===== config.mk =====
export PLATFORM = sky130hd
export DESIGN_NAME = ex_mem_stage
export DESIGN_NICKNAME = d
export VERILOG_FILES = /design/src/rtl/cpu_pkg.sv /design/src/rtl/zero_detect.sv /design/src/rtl/ex_mem_stage.sv
export SDC_FILE = /design/constraint.sdc
export NUM_CORES = 1
export LEC_CHECK = 0
export CORE_UTILIZATION = 41
export CTS_CLUSTER_SIZE = 10
export DETAILED_ROUTE_END_ITERATION = 12
export GPL_ROUTABILITY_DRIVEN = 0
export PLACE_DENSITY = 0.95
export SLEW_MARGIN = 20
export SYNTH_ARGS = -nofsm -noshare
export SYNTH_HDL_FRONTEND = slang
export SYNTH_SLANG_ARGS = --single-unit

===== constraint.sdc =====
create_clock -name clk -period 3.3 [get_ports clk]
set_input_delay 0.66 -clock clk [delete_from_list [all_inputs] [get_ports clk]]
set_output_delay 0.66 -clock clk [all_outputs]
set_load 0.02 [all_outputs]

===== src/rtl/cpu_pkg.sv =====
// Shared CPU definitions: architectural register indices and NZCV flag layout.
package cpu_pkg;

  localparam int unsigned XzrIdx = 31;

  localparam int unsigned FlagN = 3;
  localparam int unsigned FlagZ = 2;
  localparam int unsigned FlagC = 1;
  localparam int unsigned FlagV = 0;

  // Field order matches the bit positions above (n is the MSB).
  typedef struct packed {
    logic n;
    logic z;
    logic c;
    logic v;
  } flags_t;

  function automatic flags_t make_flags(logic n, logic z, logic c, logic v);
    flags_t f;
    f.n = n;
    f.z = z;
    f.c = c;
    f.v = v;
    return f;
  endfunction

endpackage


===== src/rtl/zero_detect.sv =====
// Wide zero detector: first level of 4-input NORs, then a tree of 4-input ANDs.
module zero_detect #(
  parameter int unsigned BITS = 64
) (
  input  logic [BITS-1:0] data_i,
  output logic            zero_o
);

  localparam int unsigned Groups = (BITS + 3) / 4;

  function automatic int unsigned clog4(int unsigned n);
    int unsigned lvl;
    int unsigned span;
    lvl  = 0;
    span = 1;
    while (span < n) begin
      span = span * 4;
      lvl  = lvl + 1;
    end
    return lvl;
  endfunction

  localparam int unsigned Levels = clog4(Groups);

  // Level l occupies node[l*Groups +: Groups]; out-of-range tree inputs are padded with 1.
  logic [(Levels+1)*Groups-1:0] node;

  for (genvar g = 0; g < Groups; g++) begin : g_nor
    logic [3:0] quad;
    for (genvar k = 0; k < 4; k++) begin : g_in
      if (4 * g + k < BITS) begin : g_real
        assign quad[k] = data_i[4*g+k];
      end else begin : g_pad
        assign quad[k] = 1'b0;
      end
    end
    assign node[g] = ~|quad;
  end

  for (genvar l = 0; l < Levels; l++) begin : g_lvl
    for (genvar g = 0; g < Groups; g++) begin : g_and
      logic [3:0] quad;
      for (genvar k = 0; k < 4; k++) begin : g_in
        if (4 * g + k < Groups) begin : g_real
          assign quad[k] = node[l*Groups+4*g+k];
        end else begin : g_pad
          assign quad[k] = 1'b1;
        end
      end
      assign node[(l+1)*Groups+g] = &quad;
    end
  end

  // Top-level entries other than index 0 are constant 1, so this reduces to node[Levels*Groups].
  assign zero_o = &node[Levels*Groups +: Groups];

endmodule


===== src/rtl/ex_mem_stage.sv =====
// EX/MEM pipeline register with NZCV flag register and forwarding request.
module ex_mem_stage
  import cpu_pkg::*;
#(
  parameter int unsigned BITS = 64,
  parameter int unsigned REGW = 5
) (
  input  logic            clk,
  input  logic            reset,
  input  logic            stall,
  input  logic            flush,
  input  logic            in_valid,
  input  logic [BITS-1:0] alu_result,
  input  logic            alu_carry,
  input  logic            alu_overflow,
  input  logic            set_flags,
  input  logic            reg_write,
  input  logic            mem_read,
  input  logic            mem_write,
  input  logic [REGW-1:0] dest_reg,
  input  logic [BITS-1:0] store_data,
  output logic            out_valid,
  output logic            out_reg_write,
  output logic            out_mem_read,
  output logic            out_mem_write,
  output logic [BITS-1:0] out_result,
  output logic [BITS-1:0] out_store_data,
  output logic [REGW-1:0] out_dest_reg,
  output logic [3:0]      flags,
  output logic            zero_now,
  output logic            fwd_en,
  output logic [REGW-1:0] fwd_reg
);

  logic            valid_q, valid_d;
  logic            reg_write_q, reg_write_d;
  logic            mem_read_q, mem_read_d;
  logic            mem_write_q, mem_write_d;
  logic [BITS-1:0] result_q, result_d;
  logic [BITS-1:0] store_data_q, store_data_d;
  logic [REGW-1:0] dest_reg_q, dest_reg_d;
  flags_t          flags_q, flags_d;
  logic            dest_is_xzr;

  zero_detect #(
    .BITS(BITS)
  ) u_zero_detect (
    .data_i(alu_result),
    .zero_o(zero_now)
  );

  assign dest_is_xzr = (dest_reg == REGW'(XzrIdx));

  // Each register is a hold/load 2:1 mux in front of a plain D flop; reset wins in the flop.
  always_comb begin
    valid_d      = valid_q;
    reg_write_d  = reg_write_q;
    mem_read_d   = mem_read_q;
    mem_write_d  = mem_write_q;
    result_d     = result_q;
    store_data_d = store_data_q;
    dest_reg_d   = dest_reg_q;
    flags_d      = flags_q;
    if (flush) begin
      valid_d     = 1'b0;
      reg_write_d = 1'b0;
      mem_read_d  = 1'b0;
      mem_write_d = 1'b0;
    end else if (!stall) begin
      valid_d      = in_valid;
      reg_write_d  = reg_write & in_valid & ~dest_is_xzr;
      mem_read_d   = mem_read & in_valid;
      mem_write_d  = mem_write & in_valid;
      result_d     = alu_result;
      store_data_d = store_data;
      dest_reg_d   = dest_reg;
      if (in_valid && set_flags) begin
        flags_d = make_flags(alu_result[BITS-1], zero_now, alu_carry, alu_overflow);
      end
    end
  end

  always_ff @(posedge clk) begin
    if (reset) begin
      valid_q      <= 1'b0;
      reg_write_q  <= 1'b0;
      mem_read_q   <= 1'b0;
      mem_write_q  <= 1'b0;
      result_q     <= '0;
      store_data_q <= '0;
      dest_reg_q   <= '0;
      flags_q      <= '0;
    end else begin
      valid_q      <= valid_d;
      reg_write_q  <= reg_write_d;
      mem_read_q   <= mem_read_d;
      mem_write_q  <= mem_write_d;
      result_q     <= result_d;
      store_data_q <= store_data_d;
      dest_reg_q   <= dest_reg_d;
      flags_q      <= flags_d;
    end
  end

  always_comb begin
    out_valid      = valid_q;
    out_reg_write  = reg_write_q;
    out_mem_read   = mem_read_q;
    out_mem_write  = mem_write_q;
    out_result     = result_q;
    out_store_data = store_data_q;
    out_dest_reg   = dest_reg_q;
    flags          = flags_q;
    // Loads are never forwarded; the reset term keeps stale state from forwarding while in reset.
    fwd_en         = ~reset & valid_q & reg_write_q & ~mem_read_q;
    fwd_reg        = dest_reg_q;
  end

endmodule

### Word-level counts from Yosys, hierarchy flattened

Cells that the tools add are included.

* bitwise logic cells: 12
* equal/unequal tests: 1
* reduce and logical (&&, ||, !) cells: 37

Operators by type and width (count)
* $reduce_or 4->1: 16
* $logic_not 1->1: 16
* $reduce_and 16->1: 1
* $and 1x1->1: 7
* $eq 5x5->1 const B: 1
* $not 1->1: 5
* $reduce_and 3->1: 1
* $reduce_and 2->1: 1
* $reduce_or 2->1: 1
* $logic_and 1x1->1: 1

* output and inout bits: 148
* register bits: 141
* word-level logic and storage cells: 61
* input bits: 144

### Depth between registers and ports, before layout

* depth in word-level cells: 4
* gate-level depth with buffers: 6
* mapped depth without buffers: 4

### Modules after synthesis

From an unflattened synthesis, not the netlist that was laid out.

* cell total of the unflattened synthesis: 638
* area, all modules: 5087.4 um^2

Modules (own cells, without submodules)
* ex_mem_stage: seq. area each 2822.7 um^2, times used 1, area each 4943.5 um^2, cells an instance 617
* zero_detect: seq. area each 0.0 um^2, times used 1, area each 143.9 um^2, cells an instance 21

### Least setup slack after synthesis

No wires, ideal clock.

* path kind: input to output
* start point: in alu_result[13]
* end point: out zero_now
* path buffers: 0
* arrival: 1719 ps
* stages: 4
* setup slack: 921 ps
* required time: 2640 ps
* path through: nor4_1 -> nand4_1 -> or4_4 -> inv_1

* longest elaborated chain between the ends: 3

Ends and longest elaborated chain
* from (decl): RTL line ex_mem_stage.sv:13 `input logic [BITS-1:0] alu_result,`
* $reduce_or 4->1: RTL line zero_detect.sv:37 `assign node[g] = ~|quad;`
* $logic_not 1->1: RTL line zero_detect.sv:37
* $reduce_and 16->1: RTL line zero_detect.sv:50 `assign node[(l+1)*Groups+g] = &quad;`
* to (decl): RTL line ex_mem_stage.sv:30 `output logic zero_now,`

Every way passes these cells.

### Final worst setup path

* start point: in alu_result[14]
* end point: out zero_now

Same word-level chain as after synthesis.

==> impl_metrics.yaml <==
cts:
  tritoncts: "yes"
  clockBufferDepth: 2
  cts.sinks: 141
  cts_setup_buffers: 0
  clk_pin_slew_worst_paths_ps: 60
  root_buffer: "clkbuf_16"
  insertion_delay_ps: 410
  numCtsBuffers: 17
  h-tree-depth: 4
floorplanning:
  die_w_um: 112.7
  die_y_um: 112.7
  num_rows: 40
  die_area_um2: 12700
  core-area_um2: 11960
  pin_count: 292
  start_util_pct: 41.99
global_route:
  grt_pass1_vias: 5256
  antenna_found_initial: 0
  grt-ovfl-total: 0
  grt_pass1_wl_um: 26200
  grt_max_degree: 85
  grtUsageTotal_pct: 26.88
status:
  run_status: "finished clean"
final_layout:
  final_core_util_pct: 72.93
  layout.nets: 1057
  n_antenna_cell: 0
  multi_input_area_um2: 1988
  n_fill_cell: 803
  fin_area_um2: 8723
  regArea_um2: 2823
  final_cells: 1073
  drive_gt1_share_pct: 6.156
  areaGrowthSynthToFinish_pct: 73.69
setup_path:
  end_kind: "output port"
  crit_chain: "clkdlybuf4s50_1 > nor4_2 > buf_4 > nand4_1 > or4_4 > inv_1 > clkbuf_4"
  critPathMaxStageDelay_ps: 560
  cp.arrival_ps: 2510
  crit_type: "input port to output port"
  cp-startpoint: "alu_result[14]"
  critPathRequiredTime_ps: 2640
  r2r_start: "out_mem_read$_SDFFE_PP0N_"
  critPathLaunchType: "input port"
  crit_fanout: 2
  slowest_stage: "or4_4"
synthesis:
  syn_area_um2: 5022
  yosys_warnings: 0
  yosysTopAreaCell: "dfxtp_1"
  ys_async_sr_fraction_pct: 0
  synth_ff_type: "dfxtp_1"
  synth_enable_flop_cells: 0
  synth-seq-cells: 141
  synth_area_leaders: "dfxtp_1, nand2_1, a21oi_1, clkbuf_1, buf_2"
  syn_nets: 780
  synth_cell_types: 22
  synth.most_common_cell: "nand2_1"
  yosysSeqAreaShare_pct: 56.20
  synth_top_area_share_pct: 56.20
  netlist_instances: 636
  synth_commonest_cells: "nand2_1, dfxtp_1, a21oi_1"
  syn_area_per_cell_um2: 7.897
sta:
  drv_slew: 0
  rsz0062_at_grt: "false"
  period_minus_slack_ps: 3173
  hold_slack_ps: 452.2
  clock_skew_ps: 0
  relSlewSlack_pct: 48.52
  setup_viol: 0
  min_period_over_period_pct: 96.16
  worstMarginPinSlew_ps: 772.2
  fin_tns_setup_ps: 0
  finalHoldViolations: 0
  timing.final.ws_setup_ps: 126.9
  fmax_mhz: 315.1
placement:
  dpl.cell_count: 1041
  dpl-instance-area_um2: 8054
  dp_hpwl_um: 11760
  io_buffers: 291
  detailedPlace.worstSlack_ps: -418.9
detailed_routing:
  post-route-drc-count: 0
  num_vias: 5429
  avgRoutedWirePerCell_um: 15.97
  wl_um: 17130
  dr.pass1.iters: 4
  ant_nets: 0
  first_iter_violations: 362
  viasPerCell: 5.060
hold_path:
  min_from: "out_store_data[19]$_SDFFE_PP0P_"
  hp-class: "register to register"
power:
  cellLeakagePower_nw: 3.188
  power_mw: 4.552
  powerDensity_nw_per_um2: 521.8
  vdd_drop_max_uv: 400.4
flow_run:
  max_cap_violations: 0
-- where the power goes --
part / internal, mW / switching, mW / total [mW]
Sequential: 1.78 / 0.0394 / 1.82
Combinational: 0.342 / 0.316 / 0.657
Clock: 1.38 / 0.697 / 2.07
Total: 3.50 / 1.05 / 4.55
-- worst paths after layout --
kind                                          end  cells past startpoint  slack (ps)
setup / recovery                         zero_now                      7         130
hold / removal    out_store_data[19]$_SDFFE_PP0P_                      2         450
setup reg to reg        out_mem_read$_SDFFE_PP0N_                      2        2580
hold reg to reg   out_store_data[19]$_SDFFE_PP0P_                      2         450
-- per-layer routing --
layer	vias to the layer above	global-route usage, %	part of all wire, %
met3	45	11.23	9.2
met2	220	47.41	51
met5	-	0	0
met1	2526	27.15	37
li1	2638	-	-
met4	0	13.69	2.8
-- worst max-delay path: cells and delay by family --
family | cells | cell delay (ps)
buf+inv | 4 | 870
simple gates | 3 | 980
-- cell families after synthesis --
group | Yosys count | share of synthesized area, %
flops | 141 | 56.20
mux | 3 | 0.5979
buf+inv | 52 | 4.709
compound gates | 138 | 14.08
simple gates | 302 | 24.41
-- cell usage in the layout (no fill, tap or decap) --
master,count
a211oi_2,1
a21oi_1,134
a22oi_1,2
a32oi_1,1
and3_1,2
buf_12,2
buf_4,17
bufinv_16,5
clkbuf_1,2
clkbuf_16,17
clkbuf_4,1
clkbuf_8,2
clkdlybuf4s50_1,286
clkinv_2,3
clkinv_4,1
clkinvlp_4,2
dfxtp_1,141
dlymetal6s2s_1,3
inv_1,1
mux2i_1,3
nand2_1,266
nand3_1,1
nand4_1,4
nor2_1,4
nor2_4,1
nor2b_1,1
nor3_1,4
nor4_1,13
nor4_2,2
nor4_4,1
nor4bb_1,1
or2_4,1
or4_4,1
-- what timing repair did --
| action | 4_1_cts | 5_1_grt |
|---|---|---|
| cloned | 0 | 0 |
| gates resized for setup | 5 | 5 |
| endpoints found under the setup margin | 1 | 1 |
| hold buffers | 0 | 0 |
| pin swaps | 1 | 1 |
-- cell type report --
cell class / count / area share (%)
Clock buffer: 21 / 5.278
Clock inverter: 11 / 2.166
Inverter: 1 / 0.04303
Multi-Input combinational cell: 443 / 22.79
Sequential cell: 141 / 32.36
Tap cell: 147 / 2.108
Timing Repair Buffer: 309 / 35.26
No activity file was read; power rests on OpenSTA's default activity.
